[config.mk]
export PLATFORM = sky130hd
export DESIGN_NAME = l2_tag_ctrl
export DESIGN_NICKNAME = d
export VERILOG_FILES = /design/src/rtl/l2_tag_ctrl.sv
export SDC_FILE = /design/constraint.sdc
export NUM_CORES = 1
export LEC_CHECK = 0
export CAP_MARGIN = 20
export CORE_MARGIN = 4
export CORE_UTILIZATION = 41
export CTS_CLUSTER_SIZE = 16
export DETAILED_ROUTE_END_ITERATION = 8
export PLACE_DENSITY = 0.78
export SYNTH_ARGS = -nofsm -noshare
export SYNTH_HDL_FRONTEND = slang
export SYNTH_SLANG_ARGS = --single-unit
[constraint.sdc]
create_clock -name clk -period 2.05 [get_ports clk]
set_input_delay 0.3075 -clock clk [delete_from_list [all_inputs] [get_ports clk]]
set_output_delay 0.3075 -clock clk [all_outputs]
set_load 0.02 [all_outputs]
[src/rtl/l2_tag_ctrl.sv]
// rtl/l2_tag_ctrl.sv - L2 tag store sequencer/arbiter for two L1 miss requesters (optional macro L2_INVALID_FIRST_EN)
module l2_tag_ctrl (
    input  logic        clk,
    input  logic        reset,
    input  logic        ic_req,
    input  logic [25:0] ic_addr,
    output logic        ic_ack,
    input  logic        dc_req,
    input  logic        dc_wr,
    input  logic [25:0] dc_addr,
    output logic        dc_ack,
    output logic        rsp_hit,
    output logic [1:0]  rsp_way,
    output logic [8:0]  l2_index,
    output logic [17:0] l2_tag_wd,
    output logic        l2_dirty_wd,
    output logic        l2_block0_rw,
    output logic        l2_block1_rw,
    output logic        l2_block2_rw,
    output logic        l2_block3_rw,
    input  logic [17:0] l2_tag0_rd,
    input  logic [17:0] l2_tag1_rd,
    input  logic [17:0] l2_tag2_rd,
    input  logic [17:0] l2_tag3_rd,
    input  logic        l2_dirty0,
    input  logic        l2_dirty1,
    input  logic        l2_dirty2,
    input  logic        l2_dirty3,
    input  logic [2:0]  plru,
    output logic        miss_req,
    output logic [1:0]  miss_way,
    output logic [8:0]  miss_index,
    output logic        miss_wb,
    output logic [16:0] miss_wb_tag,
    input  logic        fill_done
);

    typedef enum logic [2:0] {
        S_IDLE,
        S_LOOKUP,
        S_COMPARE,
        S_MISS,
        S_UPDATE,
        S_ACK
    } state_t;

    state_t      state_q;
    logic        last_dc_q;
    logic        src_dc_q;
    logic        wr_q;
    logic [16:0] tag_q;
    logic        hit_q;
    logic [1:0]  way_q;

    logic        ic_ack_q;
    logic        dc_ack_q;
    logic        rsp_hit_q;
    logic [1:0]  rsp_way_q;
    logic [8:0]  l2_index_q;
    logic [17:0] l2_tag_wd_q;
    logic        l2_dirty_wd_q;
    logic [3:0]  block_rw_q;
    logic        miss_req_q;
    logic [1:0]  miss_way_q;
    logic [8:0]  miss_index_q;
    logic        miss_wb_q;
    logic [16:0] miss_wb_tag_q;

    logic [17:0] tag_rd [4];
    logic [3:0]  dirty_rd;
    logic [3:0]  hit_vec;
    logic        hit_any;
    logic [1:0]  hit_way;
    logic [1:0]  plru_way;
    logic [1:0]  victim_way;
    logic        grant_dc;
    logic [25:0] grant_addr;

    // Round-robin grant: when both request, the source not granted last wins
    always_comb begin
        grant_dc   = dc_req & (~ic_req | ~last_dc_q);
        grant_addr = grant_dc ? dc_addr : ic_addr;
    end

    // Hit detection, lowest-way priority, and victim selection from RAM read data
    always_comb begin
        tag_rd[0] = l2_tag0_rd;
        tag_rd[1] = l2_tag1_rd;
        tag_rd[2] = l2_tag2_rd;
        tag_rd[3] = l2_tag3_rd;
        dirty_rd  = {l2_dirty3, l2_dirty2, l2_dirty1, l2_dirty0};
        hit_vec   = '0;
        hit_way   = 2'd0;
        for (int i = 0; i < 4; i++) begin
            hit_vec[i] = tag_rd[i][17] & (tag_rd[i][16:0] == tag_q);
        end
        for (int i = 3; i >= 0; i--) begin
            if (hit_vec[i]) hit_way = 2'(i);
        end
        hit_any  = |hit_vec;
        plru_way = plru[0] ? (plru[2] ? 2'd3 : 2'd2) : (plru[1] ? 2'd1 : 2'd0);
`ifdef L2_INVALID_FIRST_EN
        victim_way = plru_way;
        for (int i = 3; i >= 0; i--) begin
            if (!tag_rd[i][17]) victim_way = 2'(i);
        end
`else
        victim_way = plru_way;
`endif
    end

    // Sequencer with all outputs registered
    always_ff @(posedge clk or negedge reset) begin
        if (!reset) begin
            state_q       <= S_IDLE;
            last_dc_q     <= 1'b1;
            src_dc_q      <= 1'b0;
            wr_q          <= 1'b0;
            tag_q         <= '0;
            hit_q         <= 1'b0;
            way_q         <= '0;
            ic_ack_q      <= 1'b0;
            dc_ack_q      <= 1'b0;
            rsp_hit_q     <= 1'b0;
            rsp_way_q     <= '0;
            l2_index_q    <= '0;
            l2_tag_wd_q   <= '0;
            l2_dirty_wd_q <= 1'b0;
            block_rw_q    <= '0;
            miss_req_q    <= 1'b0;
            miss_way_q    <= '0;
            miss_index_q  <= '0;
            miss_wb_q     <= 1'b0;
            miss_wb_tag_q <= '0;
        end else begin
            case (state_q)
                S_IDLE: begin
                    if (ic_req | dc_req) begin
                        src_dc_q   <= grant_dc;
                        wr_q       <= grant_dc & dc_wr;
                        tag_q      <= grant_addr[25:9];
                        l2_index_q <= grant_addr[8:0];
                        state_q    <= S_LOOKUP;
                    end
                end
                S_LOOKUP: begin
                    state_q <= S_COMPARE;
                end
                S_COMPARE: begin
                    if (hit_any) begin
                        hit_q         <= 1'b1;
                        way_q         <= hit_way;
                        block_rw_q    <= 4'b0001 << hit_way;
                        l2_tag_wd_q   <= {1'b1, tag_q};
                        l2_dirty_wd_q <= dirty_rd[hit_way] | wr_q;
                        state_q       <= S_UPDATE;
                    end else begin
                        hit_q         <= 1'b0;
                        way_q         <= victim_way;
                        miss_req_q    <= 1'b1;
                        miss_way_q    <= victim_way;
                        miss_index_q  <= l2_index_q;
                        miss_wb_q     <= tag_rd[victim_way][17] & dirty_rd[victim_way];
                        miss_wb_tag_q <= tag_rd[victim_way][16:0];
                        state_q       <= S_MISS;
                    end
                end
                S_MISS: begin
                    if (fill_done) begin
                        miss_req_q    <= 1'b0;
                        block_rw_q    <= 4'b0001 << way_q;
                        l2_tag_wd_q   <= {1'b1, tag_q};
                        l2_dirty_wd_q <= wr_q;
                        state_q       <= S_UPDATE;
                    end
                end
                S_UPDATE: begin
                    block_rw_q    <= '0;
                    l2_tag_wd_q   <= '0;
                    l2_dirty_wd_q <= 1'b0;
                    rsp_hit_q     <= hit_q;
                    rsp_way_q     <= way_q;
                    ic_ack_q      <= ~src_dc_q;
                    dc_ack_q      <= src_dc_q;
                    state_q       <= S_ACK;
                end
                S_ACK: begin
                    ic_ack_q  <= 1'b0;
                    dc_ack_q  <= 1'b0;
                    rsp_hit_q <= 1'b0;
                    rsp_way_q <= '0;
                    last_dc_q <= src_dc_q;
                    state_q   <= S_IDLE;
                end
                default: begin
                    state_q <= S_IDLE;
                end
            endcase
        end
    end

    assign ic_ack       = ic_ack_q;
    assign dc_ack       = dc_ack_q;
    assign rsp_hit      = rsp_hit_q;
    assign rsp_way      = rsp_way_q;
    assign l2_index     = l2_index_q;
    assign l2_tag_wd    = l2_tag_wd_q;
    assign l2_dirty_wd  = l2_dirty_wd_q;
    assign l2_block0_rw = block_rw_q[0];
    assign l2_block1_rw = block_rw_q[1];
    assign l2_block2_rw = block_rw_q[2];
    assign l2_block3_rw = block_rw_q[3];
    assign miss_req     = miss_req_q;
    assign miss_way     = miss_way_q;
    assign miss_index   = miss_index_q;
    assign miss_wb      = miss_wb_q;
    assign miss_wb_tag  = miss_wb_tag_q;

endmodule

==> results of run 1 <==
[registers in the layout, summed over array words and instances (netlist names)]
register,flops
l2_tag_wd,18
miss_wb_tag,17
tag_q,17
l2_index,9
miss_index,9
block_rw_q,4
state_q,3
miss_way,2
rsp_way,2
way_q,2
dc_ack,1
hit_q,1
ic_ack,1
l2_dirty_wd,1
last_dc_q,1
miss_req,1
miss_wb,1
rsp_hit,1
src_dc_q,1
wr_q,1
[cell usage in the layout (no fill, tap or decap), drive strengths merged, types with 2 or more instances in the layout]
cell type        n
buf             70
a21oi           22
nand4            7
clkinvlp         2
o21ai           54
a211oi          17
xor2            40
o31ai            4
mux2i           48
nand3            7
dfrtp           92
clkdlybuf4s50  202
nor3             5
nor2             5
xnor2           28
clkbuf          10
nand2           78
and2             2
nand2b           4
o211ai           3
a32o             2
nor2b           20
o211a            2
inv              6
clkinv           2
mux2            32
nor4            11
o41ai            2
[logic make-up (layout without fill, tap and decap cells)]
group | count (synthesis) | in the layout | synth area share
xor gates and xnor gates | 68 | 68 | 0.110
muxes | 80 | 80 | 0.155
buffers and inverters | 51 | 292 | 0.0580
DFF | 93 | 93 | 0.428
and+or+nand+nor | 143 | 143 | 0.130
AOI/OAI and AO/OA | 109 | 110 | 0.120
[synth_stat cells, drive strengths merged]
master,count,area share
clkbuf,19,0.013
nor2b,20,0.023
a32o,2,0.0037
xnor2,28,0.045
o41ai,2,0.0032
dfrtp,92,0.42
a211oi,17,0.023
buf,27,0.041
dfstp,1,0.0048
o21a,1,0.0014
mux2i,48,0.088
mux2,32,0.066
and2,2,0.0025
nor2,5,0.0062
and4,1,0.0016
o21ai,54,0.050
o211a,1,0.0032
nor4,11,0.015
nand4,7,0.0081
inv,5,0.0035
and2b,1,0.0014
and3,1,0.0012
xor2,40,0.064
or3,1,0.0012
nor3,5,0.0046
o31ai,4,0.0055
o211ai,3,0.0041
nand2b,4,0.0046
o221a,1,0.0021
nand2,78,0.054
a21oi,22,0.020
nand3,7,0.0064
a311oi,1,0.0016
a21boi,1,0.0014
[layer usage]
metal  routed length [microns]  vias up  global-route usage
met2                      9550      181               0.421
met1                      8040     2402               0.322
li1                          -     2368                   -
met3                      1130       26              0.0499
met5                        10        -                   0
met4                       421        2              0.0969
[power breakdown]
group | total, mW | switching [mW] | internal [mW] | leakage, nW
registers | 3.67 | 0.942 | 2.73 | 1.13
logic | 6.76 | 3.23 | 3.53 | 2.46
clock network | 1.54 | 0.721 | 0.820 | 0.125
[final timing paths]
path	endpoint	slack (ns)
worst max-delay path	miss_index[2]$_DFFE_PN0P_	-0.28
worst min-delay path	ic_ack$_DFFE_PN0P_	0.002
worst max register to register	miss_index[2]$_DFFE_PN0P_	-0.28
worst min register to register	rsp_way[0]$_DFFE_PN0P_	0.48
max in group asynchronous	tag_q[15]$_DFFE_PN0P_	1.35
min in group clk	rsp_way[0]$_DFFE_PN0P_	0.48
[repair_timing]
action,CTS,global route
setup endpoints to repair,59,59
pin swaps,23,32
setup buffers,9,5
gates resized for setup,87,49
gates cloned,6,0
[through the flow]
| step | hold slack [ns] | instances | TNS [ns] | utilization | instance area (sq um) |
|---|---|---|---|---|---|
| floorplan | 0.0119 | 544 | -2.46 | - | 5480 |
| global placement | 0.383 | 925 | -31.51 | 0.616 | 7900 |
| detailed placement | 0.390 | 925 | -34.41 | 0.616 | 7900 |
| CTS | 0.0127 | 955 | -10.05 | 0.673 | 8630 |
| global route | 0.0471 | 958 | -15.78 | 0.690 | 8850 |
| finish | 0.00207 | 958 | -12.22 | 0.690 | 8850 |
[area by class of cell]
class                           count  area share
Sequential cell                    93       0.265
Multi-Input combinational cell    401       0.368
Timing Repair Buffer              272       0.310
Tap cell                          172      0.0243
Inverter                            5     0.00240
Clock inverter                      5     0.00424
Clock buffer                       10      0.0259
==> out/qor_table.md, run 1 <==
| Quantity | This run |
| --- | --- |
| DRT iter0 DRCs | 389 |
| Final-report hold violation count | 0 |
| Class of the worst hold path | primary input to async pin |
| Area taken by flip-flops and latches | 2350 sq um |
| Vertical extent of the die | 123 microns |
| Setup repair after global routing missed its margin | yes |
| Slowest Stage Delay on Critical Path | 0.49 ns |
| Leakage power summed over all cells | 3.71 nW |
| Required time reported for the critical path endpoint | 2.28 ns |
| Count of different cell masters after synthesis | 42 |
| Buffers on Ports | 203 |
| Wire length of the first global-routing pass | 28800 microns |
| Total track usage | 0.252 |
| Hold-fix buffer count after cts | 0 |
| Detailed-route DRC error count | 0 |
| Area growth from synthesis to final layout | 62.8% |
| Via density | 5.20 |
| Buf+Inv Stages, Crit Path | 2 |
| Maximum achievable frequency | 429 MHz |
| Final nets | 919 |
| Total power draw | 12.0 mW |
| Proportion of layout cells with a drive suffix above 1 | 0.263 |
| Maximum VDD drop | 0.000820 V |
| Die extent in x | 123 microns |
| Buffer cell driving the clock tree root | sky130_fd_sc_hd__clkbuf_16 |
| Critical-path cell with the highest stage delay | sky130_fd_sc_hd__dfrtp_2 |
| Total vias in the final route | 4979 |
| Area of the multi-input gates | 3260 sq um |
| Actual transition at the worst max-transition pin | 0.680 ns |
| Violations in the final reports | negative setup slack |
| Via count of the first global-routing pass | 5390 |
| Latest clock arrival within the worst-skew pair | 0.35 ns |
| Syn_area_per_cell | 10.0 sq um |
| Max Buffers Root-to-Sink | 2 |
| Family with the most delay on the worst path | simple AND/OR/NAND/NOR gates |
| CTS H-tree lvls | 3 |
| Worst r2r src | tag_q[10]$_DFFE_PN0P_ |
| Synthesized Nets | 681 |
| Maximum net fanout on the critical path | 20 |
| Number of rows in the core area | 41 |
| Number of setup violations in the final report | 57 |
| Crit-path cells | buf_4 > xnor2_1 > nand4_1 > nor3_2 > and2_4 > nor4_4 > and2b_2 > buf_12 > mux2_1 |
| Result of the run | finished, violations left |
| Placer congestion estimate | 0.928 |
| Shortest period the worst path allows | 2.33 ns |
| Effective utilization at floorplan | 0.424 |
| Clock tree from TritonCTS | yes |
| Total clock buffers created by CTS | 9 |
| Power density over the cells | 1350 nW/um^2 |
| Setup WS post-layout | -0.280 ns |
| WL final | 19200 microns |
| Beginning of the critical path | tag_q[10]$_DFFE_PN0P_ |
| Number of max-cap violations | 0 |
| Maximum number of pins on one net before global-route repair | 55 |
| Aggregate global routing overflow | 0 |
| Sinks on Clock Net | 93 |
| Setup slack at placement | -0.682 ns |
| Crit Path Category | register to register |
| Synthesized instance count | 544 |
| Detailed placement HPWL | 14700 microns |
| Detailed-router iteration count before antenna repair | 5 |
| Kind of capture point of the worst setup path | register |
| Count of cell instances traversed by the critical path | 9 |
| Arrival time reported for the critical path endpoint | 2.56 ns |
| Reg2reg path depth | 9 |
| Number of antenna violations at the first check in global routing | 1 |
| Number of inserted filler cells in the final layout | 969 |
| Clock transition time at the flip-flop clock pins of the worst setup and hold paths | 0.07 ns |
| Die area | 15200 sq um |
| Sequential element share of the synthesized area | 0.428 |
| Area of the mapped netlist | 5440 sq um |
| Post-synthesis sequential element count | 93 |
| Number of antenna repair diodes | 0 |
| Number of max-slew violations in the final report | 0 |
| Synth warn | 0 |
| Final clock period utilization by the worst path | 1.14 |
| Max Clock Skew | 0.00878 ns |
| Wire length per cell | 20.0 microns |
| Number of antenna-violating nets in the routed design | 0 |
| Max-slew headroom at the worst pin | 0.546 |
| Number of ports placed on the die boundary | 204 |
| Crit start category | register |
| Placeable core region | 12800 sq um |
No activity file was read; power rests on OpenSTA's default activity.
==> inputs of run 2 (changes only) <==
--- a/config.mk
+++ b/config.mk
@@ -10,7 +10,8 @@
 export CORE_UTILIZATION = 41
 export CTS_CLUSTER_SIZE = 16
 export DETAILED_ROUTE_END_ITERATION = 8
-export PLACE_DENSITY = 0.78
+export MAX_ROUTING_LAYER = met4
+export PLACE_DENSITY = 0.82
 export SYNTH_ARGS = -nofsm -noshare
 export SYNTH_HDL_FRONTEND = slang
 export SYNTH_SLANG_ARGS = --single-unit
==> out/qor_table.md, run 2 (same netlist as run 1, synthesis figures left out) <==
| Quantity | This run | vs previous |
| --- | --- | --- |
| Combinational group share of total power | 0.572 | +0.007 |
| Total vias in the final route | 5137 | +3.2% |
| Beginning of the critical path | tag_q[5]$_DFFE_PN0P_ |  |
| Number of inserted filler cells in the final layout | 944 | -2.6% |
| Detailed-router iteration count before antenna repair | 5 | unchanged |
| Slowest Stage Delay on Critical Path | 0.48 ns | about the same |
| Highest-count cells in the layout ignoring fill and taps | sky130_fd_sc_hd__clkdlybuf4s50_1 (202), sky130_fd_sc_hd__dfrtp_1 (78), sky130_fd_sc_hd__nand2_1 (67) |  |
| Clock tree from TritonCTS | yes |  |
| Clock transition time at the flip-flop clock pins of the worst setup and hold paths | 0.08 ns | about the same |
| Proportion of layout cells with a drive suffix above 1 | 0.244 | -0.0197 |
| CTS H-tree lvls | 3 | unchanged |
| Wire length per cell | 20.8 microns | +4.2% |
| NetSw | 5.06 mW | +3.4% |
| Total clock buffers created by CTS | 9 | unchanged |
| Setup slack at placement | -0.802 ns | -0.120 ns |
| Detailed placement HPWL | 14800 microns | +0.72% |
| Effective utilization at floorplan | 0.424 | unchanged |
| Total power draw | 12.4 mW | +3.8% |
| Crit start category | register |  |
| Crit Path Category | register to register |  |
| Number of setup violations in the final report | 58 | +1.8% |
| WL final | 20100 microns | +4.8% |
| Leakage power summed over all cells | 3.80 nW | +2.3% |
| Maximum VDD drop | 0.00103 V | +26% |
| Power density over the cells | 1390 nW/um^2 | +3.1% |
| Required time reported for the critical path endpoint | 2.30 ns | +0.02 ns |
| Number of max-cap violations | 0 | unchanged |
| Aggregate global routing overflow | 0 | unchanged |
| Max Clock Skew | 0.0112 ns | +0.00238 ns |
| Via count of the first global-routing pass | 5209 | -3.4% |
| Share of the core filled with cells in the final layout | 0.695 | +0.00419 |
| Max-slew headroom at the worst pin | 0.646 | +0.0996 |
| Latest clock arrival within the worst-skew pair | 0.36 ns | about the same |
| Number of antenna violations at the first check in global routing | 0 | -1 |
| Critical-path cell with the highest stage delay | sky130_fd_sc_hd__dfrtp_2 |  |
| Final worst hold slack | 0.473 ns | +0.471 ns |
| Reg2reg path depth | 10 | +1 |
| Number of antenna-violating nets in the routed design | 0 | unchanged |
| Maximum number of pins on one net before global-route repair | 55 | unchanged |
| Final-report hold violation count | 0 | unchanged |
| Class of the worst hold path | primary input to async pin |  |
| Die extent in x | 123 microns | unchanged |
| Share of power burned in registers | 0.294 | -0.013 |
| Placeable core region | 12800 sq um | unchanged |
| Clock share of power | 0.134 | +0.005 |
| Cell seen most often among critical-path stages | sky130_fd_sc_hd__buf_6 |  |
| Final nets | 924 | +0.54% |
| Worst r2r src | tag_q[5]$_DFFE_PN0P_ |  |
| Buffers on Ports | 203 | unchanged |
| Number of rows in the core area | 41 | unchanged |
| Total track usage | 0.256 | +0.00416 |
| Detailed-route DRC error count | 0 | unchanged |
| Max Buffers Root-to-Sink | 2 | unchanged |
| Kind of capture point of the worst setup path | register |  |
| Vertical extent of the die | 123 microns | unchanged |
| Shortest period the worst path allows | 2.44 ns | +0.107 ns |
| CP endpoint | miss_wb_tag[2]$_DFFE_PN0P_ |  |
| Switch share | 0.407 | -0.00125 |
| Area of the multi-input gates | 3230 sq um | -0.84% |
| Maximum achievable frequency | 410 MHz | -4.4% |
| Number of antenna repair diodes | 0 | unchanged |
| Placer congestion estimate | 0.950 | +2.3% |
| Reg-to-reg critical path endpoint | miss_wb_tag[2]$_DFFE_PN0P_ |  |
| Number of max-slew violations in the final report | 0 | unchanged |
| Commonest non-fill, non-tap cell in the layout | sky130_fd_sc_hd__clkdlybuf4s50_1 |  |
| Result of the run | finished, violations left |  |
| Number of flip-flops under the largest register name | 18 | unchanged |
| Wire length of the first global-routing pass | 28300 microns | -1.9% |
| Maximum net fanout on the critical path | 6 | -70% |
| Violations in the final reports | negative setup slack |  |
| Setup WS post-layout | -0.387 ns | -0.107 ns |
| Internal cell power | 7.36 mW | +4.0% |
| Actual transition at the worst max-transition pin | 0.531 ns | -0.149 ns |
| Final clock period utilization by the worst path | 1.19 | +0.0521 |
| Via density | 5.33 | +2.5% |
| Setup repair after global routing missed its margin | yes |  |
| Area taken by flip-flops and latches | 2350 sq um | -0.11% |
| Setup slack on the worst flop-to-flop path | -0.39 ns | -0.11 ns |
| Crit-path cells | buf_6 > xnor2_1 > nand4_1 > nor3_2 > and4_4 > nor4_4 > and2b_4 > buf_4 > buf_6 > mux2_4 |  |
| Arrival time reported for the critical path endpoint | 2.68 ns | +0.12 ns |
| Number of ports placed on the die boundary | 204 | unchanged |
| Buffer cell driving the clock tree root | sky130_fd_sc_hd__clkbuf_16 |  |
| Area growth from synthesis to final layout | 63.8% |  |
| DRT iter0 DRCs | 365 | -6.2% |
| Die area | 15200 sq um | unchanged |
| Sinks on Clock Net | 93 | unchanged |
==> run 2: worst min path at each step <==
stage	startpoint	cells past startpoint	to	slack, ns
floorplan	reset	0	block_rw_q[0]$_DFFE_PN0P_	0.01
global placement	reset	1	miss_wb_tag[11]$_DFFE_PN0P_	0.31
detailed placement	reset	1	miss_wb_tag[10]$_DFFE_PN0P_	0.32
CTS	reset	2	miss_wb_tag[3]$_DFFE_PN0P_	0.49
global route	block_rw_q[3]$_DFFE_PN0P_	2	block_rw_q[3]$_DFFE_PN0P_	0.51
finish	reset	2	miss_wb_tag[3]$_DFFE_PN0P_	0.47
==> run 2: what timing repair did <==
action / CTS / global route
buffers inserted: 8 / 9
endpoints found under the setup margin: 59 / 59
resized for setup: 58 / 74
endpoints found under the hold margin: 35 / 0
hold buffers: 1 / 0
cloned: 1 / 7
pin swaps: 14 / 28
==> run 2: stage by stage <==
step | setup TNS (ns) | cell area, sq um | std cells
2_1_floorplan | -2.46 | 5480 | 544
3_5_place_dp | -40.61 | 7890 | 923
6_report | -16.03 | 8910 | 964
3_3_place_gp | -36.84 | 7890 | 923
4_1_cts | -12.29 | 8410 | 949
5_1_grt | -19.64 | 8910 | 964
==> run 2: final cells by class <==
cell class	instances	area share
multi-input cells	401	0.363
repair buffers	277	0.314
flip-flops and latches	93	0.263
clock buffers	9	0.0253
well taps	172	0.0242
clock inverters	7	0.00758
inverters	5	0.00239
==> run 2: worst max-delay path, delay by kind of cell, from the launching register on <==
kind | cells | cell delay (ns)
xor gates and xnor gates | 1 | 0.11
buffers and inverters | 3 | 0.41
DFF | 1 | 0.48
muxes | 1 | 0.30
and+or+nand+nor | 5 | 1.01
==> run 2: per-layer routing <==
metal  wire length, microns  vias to the layer above  track usage
met2                  10200                      218        0.419
li1                       -                     2373            -
met4                    571                        0       0.0893
met5                      0                        -            -
met3                   1300                       46       0.0581
met1                   8050                     2500        0.313
==> run 2: power groups by stage <==
| stage | logic, mW | clock network (mW) | registers, mW |
|---|---|---|---|
| after global routing | 7.53 | 1.77 | 3.73 |
| after detailed placement | 5.60 | 0 | 3.56 |
| after floorplan | 2.85 | 0 | 3.86 |
| after global placement | 5.50 | 0 | 3.52 |
| after CTS | 6.08 | 1.69 | 3.56 |
| final | 7.10 | 1.67 | 3.65 |
==> inputs of run 3 (changes only) <==
--- a/config.mk
+++ b/config.mk
@@ -5,6 +5,7 @@
 export SDC_FILE = /design/constraint.sdc
 export NUM_CORES = 1
 export LEC_CHECK = 0
+export ABC_AREA = 1
 export CAP_MARGIN = 20
 export CORE_MARGIN = 4
 export CORE_UTILIZATION = 41
==> constraint.sdc (replaced) <==
create_clock -name clk -period 2.05 [get_ports clk]
set_input_delay 0.615 -clock clk [delete_from_list [all_inputs] [get_ports clk]]
set_output_delay 0.615 -clock clk [all_outputs]
set_load 0.02 [all_outputs]
==> out/qor_table.md, run 3 <==
| Quantity | This run | vs previous |
| --- | --- | --- |
| Number of setup violations in the final report | 4 | -93% |
| Simple-gate portion of the synthesized area | 0.228 | +0.0983 |
| Setup WS post-layout | -0.0336 ns | +0.353 ns |
| Area growth from synthesis to final layout | 60.7% |  |
| NetSw | 5.12 mW | +1.2% |
| FFs w/ async S/R, synth | 1.00 | unchanged |
| Number of max-cap violations | 0 | unchanged |
| Share of synthesized cell area in full adder, half adder and majority cells | 0 | unchanged |
| Total clock buffers created by CTS | 9 | unchanged |
| Placeable core region | 12800 sq um | unchanged |
| Clock tree from TritonCTS | yes |  |
| Wire length of the first global-routing pass | 31200 microns | +10% |
| Area share of the largest cell type after synthesis | 0.423 | about the same |
| Max-slew headroom at the worst pin | 0.721 | +0.0745 |
| Syn_area_per_cell | 7.29 sq um | -27% |
| Crit Path Category | primary input to register |  |
| Maximum number of pins on one net before global-route repair | 30 | -45% |
| Post-synthesis sequential element count | 93 | unchanged |
| Kind of capture point of the worst setup path | register |  |
| Multiplexer fraction of the synthesized cell area | 0.0276 | -0.127 |
| Leakage power summed over all cells | 4.23 nW | +11% |
| Max Buffers Root-to-Sink | 2 | unchanged |
| Synth warn | 0 | unchanged |
| Largest area contributor in the netlist | sky130_fd_sc_hd__dfrtp_1 |  |
| Die area | 15200 sq um | about the same |
| Number of ports placed on the die boundary | 204 | unchanged |
| Maximum net fanout on the critical path | 7 | +1 |
| Maximum achievable frequency | 480 MHz | +17% |
| Final clock period utilization by the worst path | 1.02 | -0.172 |
| Compound-Gate Fraction of Synth Area | 0.185 | +0.0650 |
| Number of rows in the core area | 41 | unchanged |
| Sinks on Clock Net | 93 | unchanged |
| Final nets | 1159 | +25% |
| Share of the core filled with cells in the final layout | 0.682 | -0.0129 |
| Leading cell types by total area after synthesis | sky130_fd_sc_hd__dfrtp_1 (42%), sky130_fd_sc_hd__o21ai_0 (13%), sky130_fd_sc_hd__nand2_1 (12%), sky130_fd_sc_hd__inv_1 (6.2%), sky130_fd_sc_hd__nor2_1 (5.7%) |  |
| Internal cell power | 6.82 mW | -7.3% |
| Crit start category | primary input |  |
| Synth Area in XOR/XNOR | 0.0338 | -0.0757 |
| Buffers on Ports | 203 | unchanged |
| Final-report hold violation count | 0 | unchanged |
| Detailed placement HPWL | 16100 microns | +8.9% |
| Count of different cell masters after synthesis | 36 | -14% |
| List of most frequent post-synthesis cells | sky130_fd_sc_hd__nand2_1 (171), sky130_fd_sc_hd__o21ai_0 (139), sky130_fd_sc_hd__dfrtp_1 (92), sky130_fd_sc_hd__inv_1 (90), sky130_fd_sc_hd__nor2_1 (83) |  |
| Die extent in x | 123 microns | about the same |
| Proportion of layout cells with a drive suffix above 1 | 0.176 | -0.0673 |
| Detailed-route DRC error count | 0 | unchanged |
| Cell with the most instances after synthesis | sky130_fd_sc_hd__nand2_1 |  |
| Clock transition time at the flip-flop clock pins of the worst setup and hold paths | 0.07 ns | about the same |
| Number of inserted filler cells in the final layout | 1126 | +19% |
| DRT iter0 DRCs | 509 | +39% |
| Area of the mapped netlist | 5440 sq um | about the same |
| Wire length per cell | 17.3 microns | -17% |
| Effective utilization at floorplan | 0.424 | about the same |
| Number of flip-flops under the largest register name | 18 | unchanged |
| Required time reported for the critical path endpoint | 2.34 ns | +0.04 ns |
| Buffer cell driving the clock tree root | sky130_fd_sc_hd__clkbuf_16 |  |
| Actual transition at the worst max-transition pin | 0.419 ns | -0.112 ns |
| Vertical extent of the die | 123 microns | about the same |
| Total track usage | 0.279 | +0.0231 |
| Detailed-router iteration count before antenna repair | 7 | +2 |
| Number of antenna violations at the first check in global routing | 5 | +5 |
| Combinational group share of total power | 0.570 | -0.002 |
| Post-synth EDFFs | 0 | unchanged |
| Primary flip-flop cell chosen by synthesis mapping | sky130_fd_sc_hd__dfrtp_1 |  |
| Synthesized instance count | 746 | +37% |
| Hold-fix buffer count after cts | 0 | -1 |
| Synthesized Nets | 883 | +30% |
| Violations in the final reports | negative setup slack |  |
| Commonest non-fill, non-tap cell in the layout | sky130_fd_sc_hd__nand2_1 |  |
| Latest clock arrival within the worst-skew pair | 0.35 ns | about the same |
| Aggregate global routing overflow | 0 | unchanged |
| Maximum VDD drop | 0.000759 V | -26% |
| Highest-count cells in the layout ignoring fill and taps | sky130_fd_sc_hd__nand2_1 (163), sky130_fd_sc_hd__clkdlybuf4s50_1 (133), sky130_fd_sc_hd__o21ai_0 (124) |  |
| Arrival time reported for the critical path endpoint | 2.38 ns | -0.30 ns |
| Share of power burned in registers | 0.285 | -0.009 |
| Via density | 5.11 | -4.1% |
| Number of antenna-violating nets in the routed design | 0 | unchanged |
| Placer congestion estimate | 0.964 | +1.4% |
| Total vias in the final route | 6149 | +20% |
| Shortest period the worst path allows | 2.08 ns | -0.353 ns |
| CTS H-tree lvls | 3 | unchanged |
| Result of the run | finished, violations left |  |
| Setup repair after global routing missed its margin | yes |  |
| Total power draw | 11.9 mW | -3.8% |
| Max Clock Skew | 0.00468 ns | -0.00648 ns |
| Switch share | 0.429 | +0.0214 |
| Power density over the cells | 1370 nW/um^2 | -2.0% |
| WL final | 20800 microns | +3.8% |
| Number of max-slew violations in the final report | 0 | unchanged |
| Via count of the first global-routing pass | 5816 | +12% |
| Class of the worst hold path | primary input to async pin |  |
| Sequential element share of the synthesized area | 0.428 | about the same |
| Final setup TNS | -0.0758 ns | +15.96 ns |
| Dominant combinational cell family by area after synthesis | simple AND/OR/NAND/NOR gates |  |
| Clock share of power | 0.145 | +0.011 |
run 3: worst paths after layout:
check	slack (ns)	to	cells after the start	startpoint
worst max-delay path	-0.03	block_rw_q[2]$_DFFE_PN0P_	14	l2_tag1_rd[8]
worst max register to register	-0.03	block_rw_q[2]$_DFFE_PN0P_	14	tag_q[13]$_DFFE_PN0P_
max in group asynchronous	1.28	last_dc_q$_DFFE_PN1P_	2	reset
worst min register to register	0.48	ic_ack$_DFFE_PN0P_	1	src_dc_q$_DFFE_PN0P_
min in group clk	0.48	ic_ack$_DFFE_PN0P_	1	src_dc_q$_DFFE_PN0P_
worst min-delay path	0.19	tag_q[3]$_DFFE_PN0P_	1	reset
run 3: metal layers:
metal,wire [microns],track usage,share of wire,up-vias
met5,0,-,0,-
met4,439,0.104,0.021,0
met3,1540,0.0412,0.074,32
met2,9970,0.431,0.48,270
met1,8900,0.374,0.43,2865
li1,-,-,-,2982
run 3: layout make-up:
cell class,count,area [sq um],area share
Timing Repair Buffer,293,2760,0.316
Multi-Input combinational cell,524,2740,0.313
Sequential cell,93,2330,0.267
Inverter,100,379,0.0434
Clock buffer,10,239,0.0273
Tap cell,172,215,0.0246
Clock inverter,5,61.3,0.00701
Antenna cell,5,12.5,0.00143
Timing Repair inverter,1,5.00,0.000572
run 3: per-stage QoR:
step / worst slack (ns) / hold slack [ns] / instances / instance area [sq um]
3_5_place_dp: -0.693 / 0.467 / 1170 / 8230
5_1_grt: -0.141 / 0.215 / 1203 / 8740
3_3_place_gp: -0.610 / 0.449 / 1170 / 8230
2_1_floorplan: 0.134 / 0.319 / 746 / 5440
4_1_cts: -0.0251 / 0.199 / 1194 / 8640
6_report: -0.0336 / 0.190 / 1203 / 8740
run 3: power groups by stage:
| stage | Clock, mW | Combinational, mW | Sequential (mW) |
|---|---|---|---|
| floorplan | 0 | 2.66 | 3.94 |
| global placement | 0 | 6.22 | 3.36 |
| detailed placement | 0 | 6.34 | 3.39 |
| CTS | 1.75 | 6.67 | 3.37 |
| global route | 1.82 | 7.34 | 3.49 |
| finish | 1.73 | 6.81 | 3.40 |
run 3: worst max-delay path, stage by stage:
cell	delay (ns)
sky130_fd_sc_hd__dlygate4sd2_1	0.25
sky130_fd_sc_hd__or2_1	0.24
sky130_fd_sc_hd__a21oi_2	0.12
sky130_fd_sc_hd__nand2_1	0.10
sky130_fd_sc_hd__nor2_2	0.11
sky130_fd_sc_hd__nand3_2	0.12
sky130_fd_sc_hd__nand2_2	0.12
sky130_fd_sc_hd__nor2_4	0.07
sky130_fd_sc_hd__nand2_8	0.11
sky130_fd_sc_hd__nand3_4	0.12
sky130_fd_sc_hd__buf_12	0.16
sky130_fd_sc_hd__nor2_4	0.12
sky130_fd_sc_hd__nand2_2	0.07
sky130_fd_sc_hd__nand2_2	0.05
run 3: cell families after synthesis:
kind of cell    count (synthesis)
flops                          93
mux                            15
compound gates                190
simple gates                  297
xor+xnor                       21
buf+inv                       130
run 3: timing repair:
item,in CTS,in global routing
resized for setup,107,41
pin swaps,52,28
gates cloned,3,0
setup buffers,6,5
endpoints found under the setup margin,57,56
